## src/rtl/hamming_secded_dec_if.sv

```systemverilog
// Byte-wide valid/ready streaming interface of the SECDED decoder.
// The input channel carries codeword bytes; the output channel carries result bytes.
interface hamming_secded_dec_if;
  logic       in_valid;
  logic [7:0] in_byte;
  logic       in_ready;
  logic       out_valid;
  logic [7:0] out_byte;
  logic       out_ready;

  modport master (
    output in_valid, in_byte, out_ready,
    input  in_ready, out_valid, out_byte
  );

  modport slave (
    input  in_valid, in_byte, out_ready,
    output in_ready, out_valid, out_byte
  );
endinterface

```

## src/rtl/hamming_secded_dec.sv

```systemverilog
// Streaming SECDED decoder for 16-bit Hamming blocks: two bytes in, two status+data bytes out.
// Single-buffered; keeps saturating per-run counts of single and double errors.
module hamming_secded_dec (
  input  logic                  clk,
  input  logic                  reset,
  input  logic                  clr,
  hamming_secded_dec_if.slave   bus,
  output logic [7:0]            cnt_single,
  output logic [7:0]            cnt_double
);

  typedef enum logic [1:0] {IN_LO, IN_HI, OUT_LO, OUT_HI} state_t;

  state_t      state_r;
  logic [7:0]  lo_r;
  logic [15:0] result_r;
  logic        in_ready_r;
  logic        out_valid_r;
  logic [7:0]  out_byte_r;
  logic [7:0]  cnt_single_r;
  logic [7:0]  cnt_double_r;

  logic [15:0] code_s;
  logic [3:0]  syn_s;
  logic        q_s;
  logic [15:0] fixed_s;
  logic [1:0]  flags_s;
  logic [15:0] result_s;
  logic        word_done_s;

  // Each mask selects the positions 1..15 whose index has syndrome bit k set.
  function automatic logic [3:0] syndrome(input logic [15:0] c);
    logic [3:0] s;
    s[0] = ^(c & 16'hAAAA);
    s[1] = ^(c & 16'hCCCC);
    s[2] = ^(c & 16'hF0F0);
    s[3] = ^(c & 16'hFF00);
    return s;
  endfunction

  function automatic logic overall_parity(input logic [15:0] c);
    return ^c;
  endfunction

  assign code_s      = {bus.in_byte, lo_r};
  assign syn_s       = syndrome(code_s);
  assign q_s         = overall_parity(code_s);
  assign word_done_s = (state_r == IN_HI) && bus.in_valid && in_ready_r;

  // Classify the assembled codeword, correct a single flip and pack the result word.
  always_comb begin
    fixed_s = code_s;
    flags_s = 2'b00;
    if (q_s) begin
      fixed_s = code_s ^ (16'h0001 << syn_s);
      flags_s = 2'b01;
    end else if (syn_s != 4'h0) begin
      flags_s = 2'b10;
    end else begin
      flags_s = 2'b00;
    end
    result_s = {flags_s, 3'b000, fixed_s[15:9], fixed_s[7:5], fixed_s[3]};
  end

  // Word FSM with registered handshake outputs and result byte.
  always_ff @(posedge clk or negedge reset) begin
    if (!reset) begin
      state_r     <= IN_LO;
      lo_r        <= 8'h00;
      result_r    <= 16'h0000;
      in_ready_r  <= 1'b1;
      out_valid_r <= 1'b0;
      out_byte_r  <= 8'h00;
    end else begin
      case (state_r)
        IN_LO: begin
          if (bus.in_valid && in_ready_r) begin
            lo_r    <= bus.in_byte;
            state_r <= IN_HI;
          end
        end
        IN_HI: begin
          if (word_done_s) begin
            result_r    <= result_s;
            out_byte_r  <= result_s[7:0];
            out_valid_r <= 1'b1;
            in_ready_r  <= 1'b0;
            state_r     <= OUT_LO;
          end
        end
        OUT_LO: begin
          if (out_valid_r && bus.out_ready) begin
            out_byte_r <= result_r[15:8];
            state_r    <= OUT_HI;
          end
        end
        OUT_HI: begin
          if (out_valid_r && bus.out_ready) begin
            out_valid_r <= 1'b0;
            in_ready_r  <= 1'b1;
            state_r     <= IN_LO;
          end
        end
        default: begin
          state_r     <= IN_LO;
          in_ready_r  <= 1'b1;
          out_valid_r <= 1'b0;
        end
      endcase
    end
  end

  // Saturating error counters; clr overrides a same-cycle increment.
  always_ff @(posedge clk or negedge reset) begin
    if (!reset) begin
      cnt_single_r <= 8'h00;
      cnt_double_r <= 8'h00;
    end else if (clr) begin
      cnt_single_r <= 8'h00;
      cnt_double_r <= 8'h00;
    end else if (word_done_s) begin
      if (flags_s == 2'b01 && cnt_single_r != 8'hFF) begin
        cnt_single_r <= cnt_single_r + 8'h01;
      end
      if (flags_s == 2'b10 && cnt_double_r != 8'hFF) begin
        cnt_double_r <= cnt_double_r + 8'h01;
      end
    end
  end

  assign bus.in_ready  = in_ready_r;
  assign bus.out_valid = out_valid_r;
  assign bus.out_byte  = out_byte_r;
  assign cnt_single    = cnt_single_r;
  assign cnt_double    = cnt_double_r;

endmodule

```

## src/flat_wrapper.sv

```systemverilog
// flat-port wrapper written by rule: the top's interface ports become plain ports
module hamming_secded_dec_flat 
  (clk, reset, clr, cnt_single, cnt_double, bus_in_valid, bus_in_byte, bus_out_ready, bus_in_ready, bus_out_valid, bus_out_byte);
  hamming_secded_dec_if bus_i ();
  input  logic clk;
  input  logic reset;
  input  logic clr;
  output logic [7:0] cnt_single;
  output logic [7:0] cnt_double;
  input wire logic [$bits(bus_i.in_valid)-1:0] bus_in_valid;
  input wire logic [$bits(bus_i.in_byte)-1:0] bus_in_byte;
  input wire logic [$bits(bus_i.out_ready)-1:0] bus_out_ready;
  output wire logic [$bits(bus_i.in_ready)-1:0] bus_in_ready;
  output wire logic [$bits(bus_i.out_valid)-1:0] bus_out_valid;
  output wire logic [$bits(bus_i.out_byte)-1:0] bus_out_byte;
  assign bus_i.in_valid = bus_in_valid;
  assign bus_i.in_byte = bus_in_byte;
  assign bus_i.out_ready = bus_out_ready;
  assign bus_in_ready = bus_i.in_ready;
  assign bus_out_valid = bus_i.out_valid;
  assign bus_out_byte = bus_i.out_byte;
  hamming_secded_dec u_core (.clk(clk), .reset(reset), .clr(clr), .bus(bus_i), .cnt_single(cnt_single), .cnt_double(cnt_double));
endmodule
```

## config.mk

```make
export PLATFORM = sky130hd
export DESIGN_NAME = hamming_secded_dec_flat
export DESIGN_NICKNAME = d
export VERILOG_FILES = /design/src/rtl/hamming_secded_dec_if.sv /design/src/rtl/hamming_secded_dec.sv /design/src/flat_wrapper.sv
export SDC_FILE = /design/constraint.sdc
export NUM_CORES = 1
export LEC_CHECK = 0
export CAP_MARGIN = 15
export CORE_UTILIZATION = 54
export DETAILED_ROUTE_END_ITERATION = 8
export PLACE_DENSITY = 0.83
export SLEW_MARGIN = 20
export SYNTH_ARGS = -nofsm -noshare
export SYNTH_HDL_FRONTEND = slang
export SYNTH_SLANG_ARGS = --single-unit
```

## constraint.sdc

```tcl
create_clock -name clk -period 2.4 [get_ports clk]
set_input_delay 0.6 -clock clk [delete_from_list [all_inputs] [get_ports clk]]
set_output_delay 0.6 -clock clk [all_outputs]
set_load 0.01 [all_outputs]
```

==> impl_metrics.tcl <==
set metrics [dict create \
    grt_overflow 0 \
    final_hold_viol_count 0 \
    finClkSkew_ps 11.75 \
    die_area_mm2 0.005165 \
    die_h_um 71.87 \
    synth.distinct_cells 41 \
    r2r_cells 8 \
    setup_tns_ps -59.93 \
    synth_nets 287 \
    grt_max_degree 23 \
    fillers 246 \
    final_nets 393 \
    cts_made_buffers 5 \
    cts_tree "built" \
    final_common_cell "buf_4" \
    synthArstFlopShare 1.000 \
    layout_common_cells "buf_4, dfrtp_1, clkdlybuf4s50_1, o21ai_0, nand2_1" \
    critPathRequiredTime_ps 2630 \
    drc 0 \
    path_class "input pin to register" \
    final-seq-area_mm2 0.001027 \
    fp.dieW_um 71.87 \
    timing.rr.start "u_core.lo_r[7]$_DFFE_PN0P_" \
    period_share 1.025 \
    globalplace.congestion 0.8768 \
    grt_use_met2 0.5063 \
    dp.cells 421 \
    placed_cell_area_mm2 0.003493 \
    cap_violations 0 \
    via_per_inst 6.415 \
    critPathSlowestCell "or4_1" \
    gr-usage-all-layers 0.2970 \
    dp_hpwl_um 4807 \
    use_met1 0.3779 \
    n_antenna_cell 0 \
    fmax_mhz 406.5 \
    antenna_found_initial 0 \
    dp_slack_ps -642.5 \
    dr.pass1.iters 5 \
    yosys-top-cells-area "dfrtp_1, xor2_1, xnor2_1" \
    relSlewSlack 0.5409 \
    final_util 0.8440 \
    synth_cells 267 \
    setup_viol 1 \
    fin_crit_ps 2460 \
    ir_drop_mv 0.2884 \
    syn_area_mm2 0.002636 \
    rrSetupSlack_ps 0 \
    clk_latency_ps 310 \
    powerDensity_mw_per_mm2 477.6 \
    status "finished with violations" \
    vias 2829 \
    violations "setup timing" \
    critPathTopFamily "compound AO/OA/AOI/OAI gates" \
    drv_slew 0 \
    p_leak_nw 1.690 \
    synth-main-ff-cell "dfrtp_1" \
    drtIter0Drc 365 \
    detail-route-antenna-nets 0 \
    netlist.area_leader.share 0.3797 \
    clock-sinks 41 \
    initial_core_util 0.5581 \
    cp.arrival_ps 2690 \
    htreeDepth 2 \
    fin_area_mm2 0.003986 \
    synth_edf_count 0 \
    top_usage_layer "met2" \
    clockBufferDepth 2 \
    layout.cells.non_filler 441 \
    hold_class "input pin to async pin" \
    cts.clk_slew.worst_paths_ps 90 \
    start_kind "input pin" \
    io_buffer_count 38 \
    worst_pin_slew_ps 683.8 \
    ys_ff_latch 41 \
    crit_top_cell "buf_4" \
    coreArea_mm2 0.004723 \
    max_stage_delay_ps 400 \
    grt_pass1_wl_um 11740 \
    cp_num_buf_inv 3 \
    post_route_cells_drive_above_1_share 0.3396 \
    rows 25 \
    worst_slack_ps -59.93 \
    yosysSeqAreaShare 0.3897 \
    rr_endpoint "u_core.cnt_double[0]$_DFFE_PN0P_" \
    cp_cell_sequence "clkdlybuf4s15_1 -> buf_4 -> xor2_2 -> xor2_1 -> o21ai_2 -> a41o_4 -> buf_4 -> or4_1 -> o21ai_1" \
    ios 39 \
    wirelength_um 8946 \
    first_global_vias 2481 \
    wl_per_cell_um 20.29 \
    area_delta_synth_final_pct 51.21 \
    rsz0062_at_grt "yes" \
    met3_usage 0.04219 \
    yosys.area.top_type "dfrtp_1" \
    cp-end-kind "register" \
    crit_path_max_fanout 6 \
    synth_warnings 0 \
    cts-root-buf "clkbuf_8" \
    syn_avg_cell_area_um2 9.874 \
    cts_hold_buf 0 \
    multi_input_area_mm2 0.001838 \
]
-- cell usage after synthesis, drive strengths merged (5+ instances only) --
master and n:
nand2 16, nor3 8, or4 10, o31ai 12, mux2 11, xor2 26, ha 7, and3 9
xnor2 17, nand3 13, a21oi 16, nor4 8, clkbuf 5, o22ai 10, dfrtp 40, inv 5
o21ai 25
-- cells by family after synthesis --
family / synth area share
flops: 0.3897
compound gates: 0.1618
buf+inv: 0.02326
mux: 0.05078
simple gates: 0.1656
fa+ha+maj: 0.03322
xor+xnor: 0.1756
-- final cells by class --
| type | instances | area share |
|---|---|---|
| tap | 67 | 0.02103 |
| timing repair buffer | 105 | 0.2285 |
| clock inverter | 2 | 0.008788 |
| clock buffer | 6 | 0.01820 |
| sequential | 41 | 0.2577 |
| multi-input combinational | 215 | 0.4611 |
| inverter | 5 | 0.004708 |
-- metal layers --
layer,share of wire,up-vias
met4,0.043,0
met1,0.38,1407
met2,0.50,174
met5,0,-
met3,0.075,55
li1,-,1193
-- what timing repair did --
action,in CTS,in global routing
endpoints found under the hold margin,0,0
cloned,1,1
pin swaps,8,10
setup endpoints to repair,29,16
setup buffers,1,9
gates resized for setup,26,29
-- worst max-delay path by stage --
stage | startpoint | end | slack [ps] | cells past startpoint
after CTS | bus_in_byte[2] | u_core.cnt_double[0]$_DFFE_PN0P_ | 10 | 9
after detailed placement | bus_in_byte[5] | u_core.cnt_single[4]$_DFFE_PN0P_ | -640 | 8
final | bus_in_byte[7] | u_core.cnt_double[0]$_DFFE_PN0P_ | -60 | 9
after floorplan | bus_in_byte[3] | u_core.cnt_single[5]$_DFFE_PN0P_ | 40 | 7
after global routing | bus_in_byte[7] | u_core.cnt_double[0]$_DFFE_PN0P_ | -110 | 9
after global placement | bus_in_byte[5] | u_core.cnt_single[4]$_DFFE_PN0P_ | -540 | 8
-- stage by stage --
step | hold slack (ps) | total power [mW]
final | 258.9 | 1.904
after CTS | 274.3 | 1.723
after global routing | 296.2 | 1.940
after global placement | 455.4 | 1.082
after floorplan | 304.4 | 0.8957
after detailed placement | 464.1 | 1.094
-- power by group --
part	leakage [nW]	switching [mW]	internal, mW
Sequential	0.569	0	0.690
Combinational	1.07	0.321	0.318
Clock	0.0552	0.265	0.309
-- registers in the layout, summed over array words and instances, names as in the netlist --
register and flops:
u_core.lo_r 8, u_core.cnt_single 8, u_core.bus.in_ready 1, u_core.result_r 5
u_core.cnt_double 8, u_core.state_r 2, u_core.bus.out_byte 8, u_core.bus.out_valid 1
No activity file was read; power rests on OpenSTA's default activity.
